`src/rtl/c_writeback_if.sv`:
```
// Handshake bundles for the writeback stage: the accumulator stream in and the SRAM write port out.
// master drives the payload; slave returns ready (stream) or consumes the bus (SRAM).
interface acc_stream_if #(parameter int W = 32);
    logic         valid;
    logic [W-1:0] data;
    logic         ready;

    modport master (output valid, output data, input ready);
    modport slave  (input valid, input data, output ready);
endinterface

interface sram_wr_if #(parameter int AW = 10, parameter int DW = 8);
    logic          ce;
    logic          we;
    logic [AW-1:0] addr;
    logic [DW-1:0] din;

    modport master (output ce, output we, output addr, output din);
    modport slave  (input ce, input we, input addr, input din);
endinterface

```
`src/rtl/c_writeback.sv`:
```
// Requantizes signed accumulators to int8 and writes them to consecutive SRAM addresses.
// One-cycle write latency after each accept; ready is held high for the whole RUN phase.
module c_writeback #(
    parameter int ACC_W   = 32,
    parameter int DATA_W  = 8,
    parameter int ADDR_W  = 10,
    parameter int SHIFT_W = 5
) (
    input  logic                clk,
    input  logic                rst_n,
    input  logic                start_i,
    input  logic [ADDR_W-1:0]   base_addr_i,
    input  logic [ADDR_W:0]     count_i,
    input  logic [SHIFT_W-1:0]  shift_i,
    acc_stream_if.slave         acc,
    sram_wr_if.master           sram,
    output logic                busy_o,
    output logic                done_o,
    output logic [ADDR_W:0]     sat_cnt_o
);
    typedef enum logic [1:0] {IDLE, RUN, DRAIN, DONE} state_t;

    localparam logic signed [ACC_W:0] Q_MAX =
        {{(ACC_W-DATA_W+2){1'b0}}, {(DATA_W-1){1'b1}}};
    localparam logic signed [ACC_W:0] Q_MIN = ~Q_MAX;

    state_t               state_q, state_d;
    logic [ADDR_W-1:0]    base_q, idx_q, addr_q;
    logic [SHIFT_W-1:0]   shift_q;
    logic [ADDR_W:0]      remaining_q, sat_cnt_q;
    logic [DATA_W-1:0]    din_q;
    logic                 ce_q;
    logic                 accept;

    logic signed [ACC_W:0] acc_ext, rnd, sum, r;
    logic [DATA_W-1:0]     q;
    logic                  clip;

    always_ff @(posedge clk or negedge rst_n) begin
        if (!rst_n) state_q <= IDLE;
        else        state_q <= state_d;
    end

    always_comb begin
        state_d = state_q;
        case (state_q)
            IDLE:    if (start_i) state_d = (count_i == '0) ? DONE : RUN;
            RUN:     if (accept && remaining_q == (ADDR_W+1)'(1)) state_d = DRAIN;
            DRAIN:   state_d = DONE;
            DONE:    state_d = IDLE;
            default: state_d = IDLE;
        endcase
    end

    always_comb begin
        acc.ready = (state_q == RUN);
        busy_o    = (state_q == RUN) || (state_q == DRAIN);
        done_o    = (state_q == DONE);
    end

    assign accept = acc.valid && acc.ready;

    // One extra bit of headroom so the rounding bias cannot overflow at shift=31.
    always_comb begin
        acc_ext = {acc.data[ACC_W-1], acc.data};
        rnd     = (shift_q == '0) ? '0 : ((ACC_W+1)'(1) << (shift_q - SHIFT_W'(1)));
        sum     = acc_ext + rnd;
        r       = sum >>> shift_q;
        clip    = 1'b0;
        q       = r[DATA_W-1:0];
        if (r > Q_MAX) begin
            q    = Q_MAX[DATA_W-1:0];
            clip = 1'b1;
        end else if (r < Q_MIN) begin
            q    = Q_MIN[DATA_W-1:0];
            clip = 1'b1;
        end
    end

    always_ff @(posedge clk or negedge rst_n) begin
        if (!rst_n) begin
            base_q      <= '0;
            shift_q     <= '0;
            remaining_q <= '0;
            idx_q       <= '0;
            sat_cnt_q   <= '0;
            ce_q        <= 1'b0;
            addr_q      <= '0;
            din_q       <= '0;
        end else begin
            ce_q <= accept;
            if (state_q == IDLE && start_i) begin
                base_q      <= base_addr_i;
                shift_q     <= shift_i;
                remaining_q <= count_i;
                idx_q       <= '0;
                sat_cnt_q   <= '0;
            end
            if (accept) begin
                addr_q      <= base_q + idx_q;
                din_q       <= q;
                idx_q       <= idx_q + ADDR_W'(1);
                remaining_q <= remaining_q - (ADDR_W+1)'(1);
                if (clip) sat_cnt_q <= sat_cnt_q + (ADDR_W+1)'(1);
            end
        end
    end

    assign sram.ce   = ce_q;
    assign sram.we   = ce_q;
    assign sram.addr = addr_q;
    assign sram.din  = din_q;
    assign sat_cnt_o = sat_cnt_q;
endmodule

```
`src/flat_wrapper.sv`:
```
// flat-port wrapper written by rule: the top's interface ports become plain ports
module c_writeback_flat 
#(
    parameter int ACC_W   = 32,
    parameter int DATA_W  = 8,
    parameter int ADDR_W  = 10,
    parameter int SHIFT_W = 5
)
  (clk, rst_n, start_i, base_addr_i, count_i, shift_i, busy_o, done_o, sat_cnt_o, acc_valid, acc_data, acc_ready, sram_ce, sram_we, sram_addr, sram_din);
  acc_stream_if #(.W(32)) acc_i ();
  sram_wr_if #(.AW(10), .DW(8)) sram_i ();
  input  logic clk;
  input  logic rst_n;
  input  logic start_i;
  input  logic [ADDR_W-1:0] base_addr_i;
  input  logic [ADDR_W:0] count_i;
  input  logic [SHIFT_W-1:0] shift_i;
  output logic busy_o;
  output logic done_o;
  output logic [ADDR_W:0] sat_cnt_o;
  input wire logic [$bits(acc_i.valid)-1:0] acc_valid;
  input wire logic [$bits(acc_i.data)-1:0] acc_data;
  output wire logic [$bits(acc_i.ready)-1:0] acc_ready;
  output wire logic [$bits(sram_i.ce)-1:0] sram_ce;
  output wire logic [$bits(sram_i.we)-1:0] sram_we;
  output wire logic [$bits(sram_i.addr)-1:0] sram_addr;
  output wire logic [$bits(sram_i.din)-1:0] sram_din;
  assign acc_i.valid = acc_valid;
  assign acc_i.data = acc_data;
  assign acc_ready = acc_i.ready;
  assign sram_ce = sram_i.ce;
  assign sram_we = sram_i.we;
  assign sram_addr = sram_i.addr;
  assign sram_din = sram_i.din;
  c_writeback #(.ACC_W(ACC_W), .DATA_W(DATA_W), .ADDR_W(ADDR_W), .SHIFT_W(SHIFT_W)) u_core (.clk(clk), .rst_n(rst_n), .start_i(start_i), .base_addr_i(base_addr_i), .count_i(count_i), .shift_i(shift_i), .acc(acc_i), .sram(sram_i), .busy_o(busy_o), .done_o(done_o), .sat_cnt_o(sat_cnt_o));
endmodule
```
`config.mk`:
```
export PLATFORM = sky130hd
export DESIGN_NAME = c_writeback_flat
export DESIGN_NICKNAME = d
export VERILOG_FILES = /design/src/rtl/c_writeback_if.sv /design/src/rtl/c_writeback.sv /design/src/flat_wrapper.sv
export SDC_FILE = /design/constraint.sdc
export NUM_CORES = 1
export LEC_CHECK = 0
export ABC_AREA = 1
export CAP_MARGIN = 20
export CORE_MARGIN = 2
export CORE_UTILIZATION = 50
export DETAILED_ROUTE_END_ITERATION = 8
export GPL_TIMING_DRIVEN = 0
export PLACE_DENSITY_LB_ADDON = 0.12
export SYNTH_ARGS = -nofsm -noshare
export SYNTH_HDL_FRONTEND = slang
export SYNTH_SLANG_ARGS = --single-unit
```
`constraint.sdc`:
```
create_clock -name clk -period 11.35 [get_ports clk]
set_input_delay 2.27 -clock clk [delete_from_list [all_inputs] [get_ports clk]]
set_output_delay 2.27 -clock clk [all_outputs]
set_load 0.1 [all_outputs]
```
==> flow_summary.html <==
<table>
<tr><th>Metric</th><th>Value</th></tr>
<tr><th colspan="2">Clock network</th></tr>
<tr><td>H-tree lvl count</td><td>3</td></tr>
<tr><td>CTS buffer count</td><td>9</td></tr>
<tr><td>CTS tree</td><td>done</td></tr>
<tr><td>Number of gates resized after cts</td><td>0</td></tr>
<tr><td>Buffer count from post-CTS setup fixing</td><td>0</td></tr>
<tr><td>Clock Root Buffer</td><td>clkbuf_16</td></tr>
<tr><td>Cts hold-fix bufs</td><td>0</td></tr>
<tr><td>Count of clock tree sinks</td><td>just under 70</td></tr>
<tr><td>Clock input transition at the sequential cells of the worst setup and hold paths</td><td>approximately 0.070 ns</td></tr>
<tr><td>Later-pin clock latency in the skew report</td><td>about 0.35 ns</td></tr>
<tr><td>Clock buffer depth</td><td>2</td></tr>
<tr><th colspan="2">STA</th></tr>
<tr><td>Number of pins with negative max-slew slack in the final report</td><td>0</td></tr>
<tr><td>Crit share post-route</td><td>56.68%</td></tr>
<tr><td>Hold Vio Cnt, Final</td><td>0</td></tr>
<tr><td>Final period demand of the worst path</td><td>approximately 6.4 ns</td></tr>
<tr><td>Fmax</td><td>155.4 MHz</td></tr>
<tr><td>RSZ-0062 raised after global routing</td><td>false</td></tr>
<tr><td>Pin slew with the least headroom to its limit</td><td>a little over 1 ns</td></tr>
<tr><td>Slew headroom</td><td>32.29%</td></tr>
<tr><td>Fin Setup TNS</td><td>0 ns</td></tr>
<tr><td>Finish-stage setup viols</td><td>0</td></tr>
<tr><td>Setup skew after layout</td><td>about 0.012 ns</td></tr>
<tr><th colspan="2">Setup path</th></tr>
<tr><td>Worst setup SP type</td><td>register</td></tr>
<tr><td>Max Fanout on Critical Path</td><td>10</td></tr>
<tr><td>WP data required</td><td>~12 ns</td></tr>
<tr><td>FF-to-FF setup slack</td><td>approximately 4.9 ns</td></tr>
<tr><td>Setup crit end kind</td><td>register</td></tr>
<tr><td>Critical path arrival</td><td>6.67 ns</td></tr>
<tr><td>Worst path most repeated cell</td><td>nand3_1</td></tr>
<tr><td>Maximum single-stage delay on the critical path</td><td>around 0.73 ns</td></tr>
<tr><td>Worst-path cell with the longest stage delay</td><td>nor4_1</td></tr>
<tr><td>Critical setup path kind</td><td>reg -&gt; reg</td></tr>
<tr><td>Number of cells on the worst reg-to-reg path</td><td>35</td></tr>
<tr><th colspan="2">Cells and area</th></tr>
<tr><td>Final-layout fill cell count</td><td>between 1,500 and 2,000</td></tr>
<tr><td>Fraction of final layout cells sized beyond drive strength 1</td><td>under 10%</td></tr>
<tr><td>Area of the multi-input gates</td><td>roughly 6200 um2</td></tr>
<tr><td>Register area</td><td>around 1700 um2</td></tr>
<tr><td>Final non-filler cell total</td><td>slightly below 2,000</td></tr>
<tr><td>Most common cell after layout, fill and taps aside</td><td>nand2_1</td></tr>
<tr><td>Final-stage net count</td><td>about 1,800</td></tr>
<tr><td>Highest-count cells in the layout ignoring fill and taps</td><td>nand2_1, nand3_1, inv_1, nor2_1, clkdlybuf4s50_1</td></tr>
<tr><td>Area growth, synth to finish</td><td>17.16%</td></tr>
<tr><td>Antenna Diode Count</td><td>0</td></tr>
<tr><th colspan="2">Synth</th></tr>
<tr><td>Post-synth EDFFs</td><td>0</td></tr>
<tr><td>Post-synthesis instance area</td><td>8959 um2</td></tr>
<tr><td>Primary flip-flop cell chosen by synthesis mapping</td><td>dfrtp_1</td></tr>
<tr><td>Synthesized Nets</td><td>approximately 1,700</td></tr>
<tr><td>Sequential share of the synthesized area</td><td>between 10% and 20%</td></tr>
<tr><td>Register bit count reported by yosys</td><td>68</td></tr>
<tr><td>Share of flip-flops with an asynchronous set or reset after synthesis</td><td>between 90% and 100%</td></tr>
<tr><td>Number of warnings issued by yosys</td><td>0</td></tr>
<tr><td>Post-Syn Area per Cell</td><td>between 5 and 6 um2</td></tr>
<tr><td>Number of distinct standard cells referenced by the synthesized netlist</td><td>46</td></tr>
<tr><td>Synthesized netlist cell count</td><td>approximately 1,600</td></tr>
<tr><th colspan="2">Placement</th></tr>
<tr><td>Weighted congestion at the end of routability-driven global placement</td><td>approximately 1.0</td></tr>
<tr><td>Post-DP HPWL</td><td>~26,000 um</td></tr>
<tr><td>Post-Place Cells</td><td>between 1,500 and 2,000</td></tr>
<tr><td>Number of buffers inserted by port buffering</td><td>95</td></tr>
<tr><th colspan="2">Route</th></tr>
<tr><td>Final wirelength</td><td>just over 30,000 um</td></tr>
<tr><td>Total via count after detailed routing</td><td>around 11,000</td></tr>
<tr><td>Number of antenna-violating nets in the routed design</td><td>0</td></tr>
<tr><td>DRC viols</td><td>0</td></tr>
<tr><td>Average routed wire per standard cell</td><td>~16 um</td></tr>
<tr><td>Number of detailed-routing iterations run before antenna repair</td><td>6</td></tr>
<tr><td>Drt initial violations</td><td>roughly 980</td></tr>
<tr><td>Mean number of vias per cell</td><td>between 5 and 6</td></tr>
<tr><th colspan="2">GRT</th></tr>
<tr><td>Maximum number of pins on one net before global-route repair</td><td>69</td></tr>
<tr><td>Vias in the first global route</td><td>9,605</td></tr>
<tr><td>GRT overflow</td><td>0</td></tr>
<tr><td>Wire length of the first global-routing pass</td><td>~49,000 um</td></tr>
<tr><td>Number of antenna violations at the first check in global routing</td><td>0</td></tr>
<tr><td>Total GRT Usage</td><td>roughly a third</td></tr>
<tr><th colspan="2">Floorplan</th></tr>
<tr><td>Area of the core</td><td>between 15,000 and 20,000 um2</td></tr>
<tr><td>Number of top-level design ports</td><td>between 90 and 100</td></tr>
<tr><td>Die height</td><td>137.9 um</td></tr>
<tr><td>Die Footprint</td><td>19,000 um2</td></tr>
<tr><td>X dimension of the die</td><td>between 100 and 150 um</td></tr>
<tr><td>Initial Utilization</td><td>51.44%</td></tr>
<tr><td>Placement Rows</td><td>48</td></tr>
<tr><th colspan="2">Hold path</th></tr>
<tr><td>Min-delay worst type</td><td>reg -&gt; reg</td></tr>
<tr><td>Hold Path Depth</td><td>2</td></tr>
<tr><th colspan="2">Flow run</th></tr>
<tr><td>Max-cap violations</td><td>0</td></tr>
<tr><th colspan="2">Run status</th></tr>
<tr><td>Run status</td><td>complete, no violations</td></tr>
<tr><th colspan="2">Pwr</th></tr>
<tr><td>Worst IR drop on VDD</td><td>0.0002442 V</td></tr>
<tr><td>Leakage dissipation</td><td>5.711 nW</td></tr>
<tr><td>Power per unit of standard cell area</td><td>between 200 and 300 nW/um2</td></tr>
</table>
-- registers in the layout (all words and copies together) (netlist names) --
name / flops
u_core.remaining_q: 11
u_core.sat_cnt_o: 11
u_core.base_q: 10
u_core.idx_q: 10
u_core.sram.addr: 10
u_core.sram.din: 8
u_core.shift_q: 5
u_core.state_q: 2
u_core.sram.ce: 1
-- critical path: cells and delay by family, from the launching register on --
family | cells | cell delay [ns]
buf+inv | 8 | 1.50
fa+ha+maj | 1 | 0.45
flops | 1 | 0.50
simple gates | 26 | 3.86
-- Yosys cell counts (all sizes together) (3+ instances only) --
cell type	number	area, um2
xnor2	6	52.55
clkinv	3	11.26
o21bai	3	22.52
o21ai	32	160.2
a21oi	32	167.7
ha	50	625.6
a31oi	3	18.77
buf	27	131.4
o221ai	3	26.28
clkbuf	29	108.9
nor3	15	75.07
dfrtp	68	1702
nand2	608	2361
or2	7	43.80
xor2	26	227.7
o31ai	4	30.03
nor4	6	50.04
nand4	15	93.84
inv	216	813.3
o211ai	10	75.07
nand3	289	1514
nor2	137	541.8
-- layout make-up --
type	instances	share of cell area (%)
clock inverters	7	0.7867
repair buffers	95	9.036
plain buffers	56	2.289
flip-flops and latches	68	16.21
multi-input cells	1257	58.99
inverters	219	7.856
clock buffers	9	2.146
well taps	225	2.682
-- cells by family after synthesis --
logic type / Yosys count / synth area share [%]
adder cells (fa/ha/maj): 52 / 7.430
buffers and inverters: 275 / 11.89
other: 1 / 0.04186
AO/OA/AOI/OAI: 93 / 6.131
XOR/XNOR: 32 / 3.129
flip-flops: 68 / 18.99
AND/OR/NAND/NOR: 1079 / 52.39
-- stage by stage --
step	cell area, um2	hold slack (ns)	util [%]	power (mW)	worst slack, ns
after floorplan	8959	0.4528	-	2.062	6.284
after global placement	10190	0.4623	58.51	2.646	5.121
after detailed placement	10190	0.4650	58.50	2.649	5.090
after CTS	10500	0.4822	60.27	2.961	5.277
after global routing	10500	0.5079	60.27	3.234	4.573
final	10500	0.4758	60.27	3.005	4.917
-- report_power, final --
part / internal, mW / leakage [nW] / switching, mW
combinational: 0.647 / 4.70 / 1.64
sequential: 0.340 / 0.871 / 0.0774
clock: 0.174 / 0.145 / 0.124
total: 1.16 / 5.71 / 1.84
-- metal layers --
layer  GRT usage [%]  vias to the layer above  wire length (um)
li1                -                     5300                 -
met1           47.34                     4798             13830
met2           53.00                      429             13580
met3           5.848                       61              2716
met4           10.54                        0               935
met5               0                        -                 0
-- worst paths after layout --
check | startpoint | to
setup / recovery | u_core.shift_q[4] | u_core.sat_cnt_o[6]
hold / removal | u_core.sram.din[2] | u_core.sram.din[2]
setup reg to reg | u_core.shift_q[4] | u_core.sat_cnt_o[6]
hold reg to reg | u_core.sram.din[2] | u_core.sram.din[2]
max in group asynchronous | rst_n | u_core.sram.addr[7]
min in group asynchronous | rst_n | u_core.sram.din[5]
Power figures use the tool's default switching activity.
==> edit (same flow settings) <==
Re-encode `state_t` (4 states) as Gray code, 2 bits wide.
--- a/src/rtl/c_writeback.sv
+++ b/src/rtl/c_writeback.sv
@@ -18,7 +18,7 @@
     output logic                done_o,
     output logic [ADDR_W:0]     sat_cnt_o
 );
-    typedef enum logic [1:0] {IDLE, RUN, DRAIN, DONE} state_t;
+    typedef enum logic [1:0] {IDLE = 2'b00, RUN = 2'b01, DRAIN = 2'b11, DONE = 2'b10} state_t;
 
     localparam logic signed [ACC_W:0] Q_MAX =
         {{(ACC_W-DATA_W+2){1'b0}}, {(DATA_W-1){1'b1}}};
Formal check against the unedited RTL: no difference found for any inputs over 4 cycles, from zero or initial values and one cycle with rst_n low; so few cycles prove little.
==> edit against the unedited design <==
  * Area after synthesis rose by 2.0%
  * Non-clock buffer count rose by 5
  * Wire length rose by 3.4%
  * Count of clock-buffer cells in the layout did not move
  * Worst hold slack barely moved
  * Setup slack improved by 230 ps
  * Power rose by 7.7%
  * Design area rose by 2.3%
  * Sequential cell count did not move
  * Die area rose by 1.9%
  * Sequential share of layout area fell by 0.36 points
  * Core utilization fell by 0.50 points
  * Combinational power rose by 7%
  * Critical path type unchanged
  * Highest routed layer unchanged
==> edit: results (changes against the unedited design) <==
status=completed; vias in the first global route=10200 (+6.7%); M3 GR Usage=7.29% (+1.4 points); drt initial violations=1021 (+4.7%); Area contributors post-synth=nand2_1 (24%), dfrtp_1 (19%), nand3_1 (17%); Synth async-reset ratio=100% (unchanged); met1 WL=15000 um (+8.1%); Leak Pwr=5.80 nW (+1.5%); syn avg cell area=5.54 um^2 (-0.97%); fillcell total=1856 (+2.5%); gpl congestion=1.01 (-1.4%); Worst-Margin Slew=1020 ps (+9.65 ps); fraction of area in multi-input gates=58.7% (-0.29 points); met1 usage=48.6% (+1.3 points); Yosys cell types=48 (+4.3%); count of multi-input gates=1288 (+2.5%); met2 wire len=13200 um (-3.0%); dpl hpwl=26500 um (+2.4%); Plain + repair buffers=156 (+3.3%); share of layout cells above drive strength 1=5.12% (+0.15 points); Final Skew=9.24 ps (-2.63 ps); commonest cells in the netlist=nand2_1 (584), nand3_1 (312), inv_1 (217); Worst VDD drop=247 uV (+1.1%); GR Util All Layers=33.4% (-0.42 points); r2r setup slk=5140 ps (+230 ps); first-pass GRT wire length=52100 um (+5.2%); Via Count=11000 (+3.7%); met3 wire length=3070 um (+13%); WP data arrival=6430 ps (-240 ps); Cell Area, Placed=10400 um^2 (+1.8%); # nets final=1863 (+2.4%); post-synthesis net count=1757 (+2.5%); Seq/Total Area, Yosys=18.6% (-0.37 points)
==> edit: cells by family (layout without fill, tap and decap cells) <==
logic type                 Yosys count  in the layout  share of synthesized area, %
AOI/OAI and AO/OA                   95             95                          6.27
muxes                                1              1                         0.110
xor gates and xnor gates            30             30                          2.88
adders and majority gates           47             47                          6.60
and+or+nand+nor                   1114           1114                          53.1
buffers and inverters              292            402                          12.4
DFF                                 68             68                          18.6
other                                1              1                        0.0410
==> edit: critical path: cells and delay by family (launching register included) <==
family | cells | cell delay, ps
and+or+nand+nor | 27 | 3570
buffers and inverters | 8 | 1710
adders and majority gates | 1 | 440
DFF | 1 | 330
==> edit: stage by stage <==
stage                     cells  hold slack (ps)  worst slack (ps)  total power [mW]  utilization [%]
after floorplan            1648              446              6270              2.19                -
after global placement     1972              460              5050              2.82             57.8
after detailed placement   1972              465              5010              2.83             57.7
after CTS                  1987              480              5320              3.19             59.8
after global routing       1987              497              4670              3.49             59.8
final                      1987              476              5140              3.24             59.8
==> edit: worst paths after layout <==
path | from | end | cells after the start
max reg2reg | u_core.shift_q[4] | u_core.sat_cnt_o[9] | 36
min | u_core.base_q[7] | u_core.base_q[7] | 2
min in group asynchronous | rst_n | u_core.sram.din[2] | 1
max | u_core.shift_q[4] | u_core.sat_cnt_o[9] | 36
max in group asynchronous | rst_n | u_core.sram.addr[6] | 1
min reg2reg | u_core.base_q[7] | u_core.base_q[7] | 2
==> edit: power breakdown <==
part	leakage, nW	internal, mW	switching, mW	total, mW
combinational	4.76	0.684	1.77	2.46
clock	0.176	0.236	0.113	0.349
sequential	0.865	0.348	0.0822	0.430
total	5.80	1.27	1.97	3.24
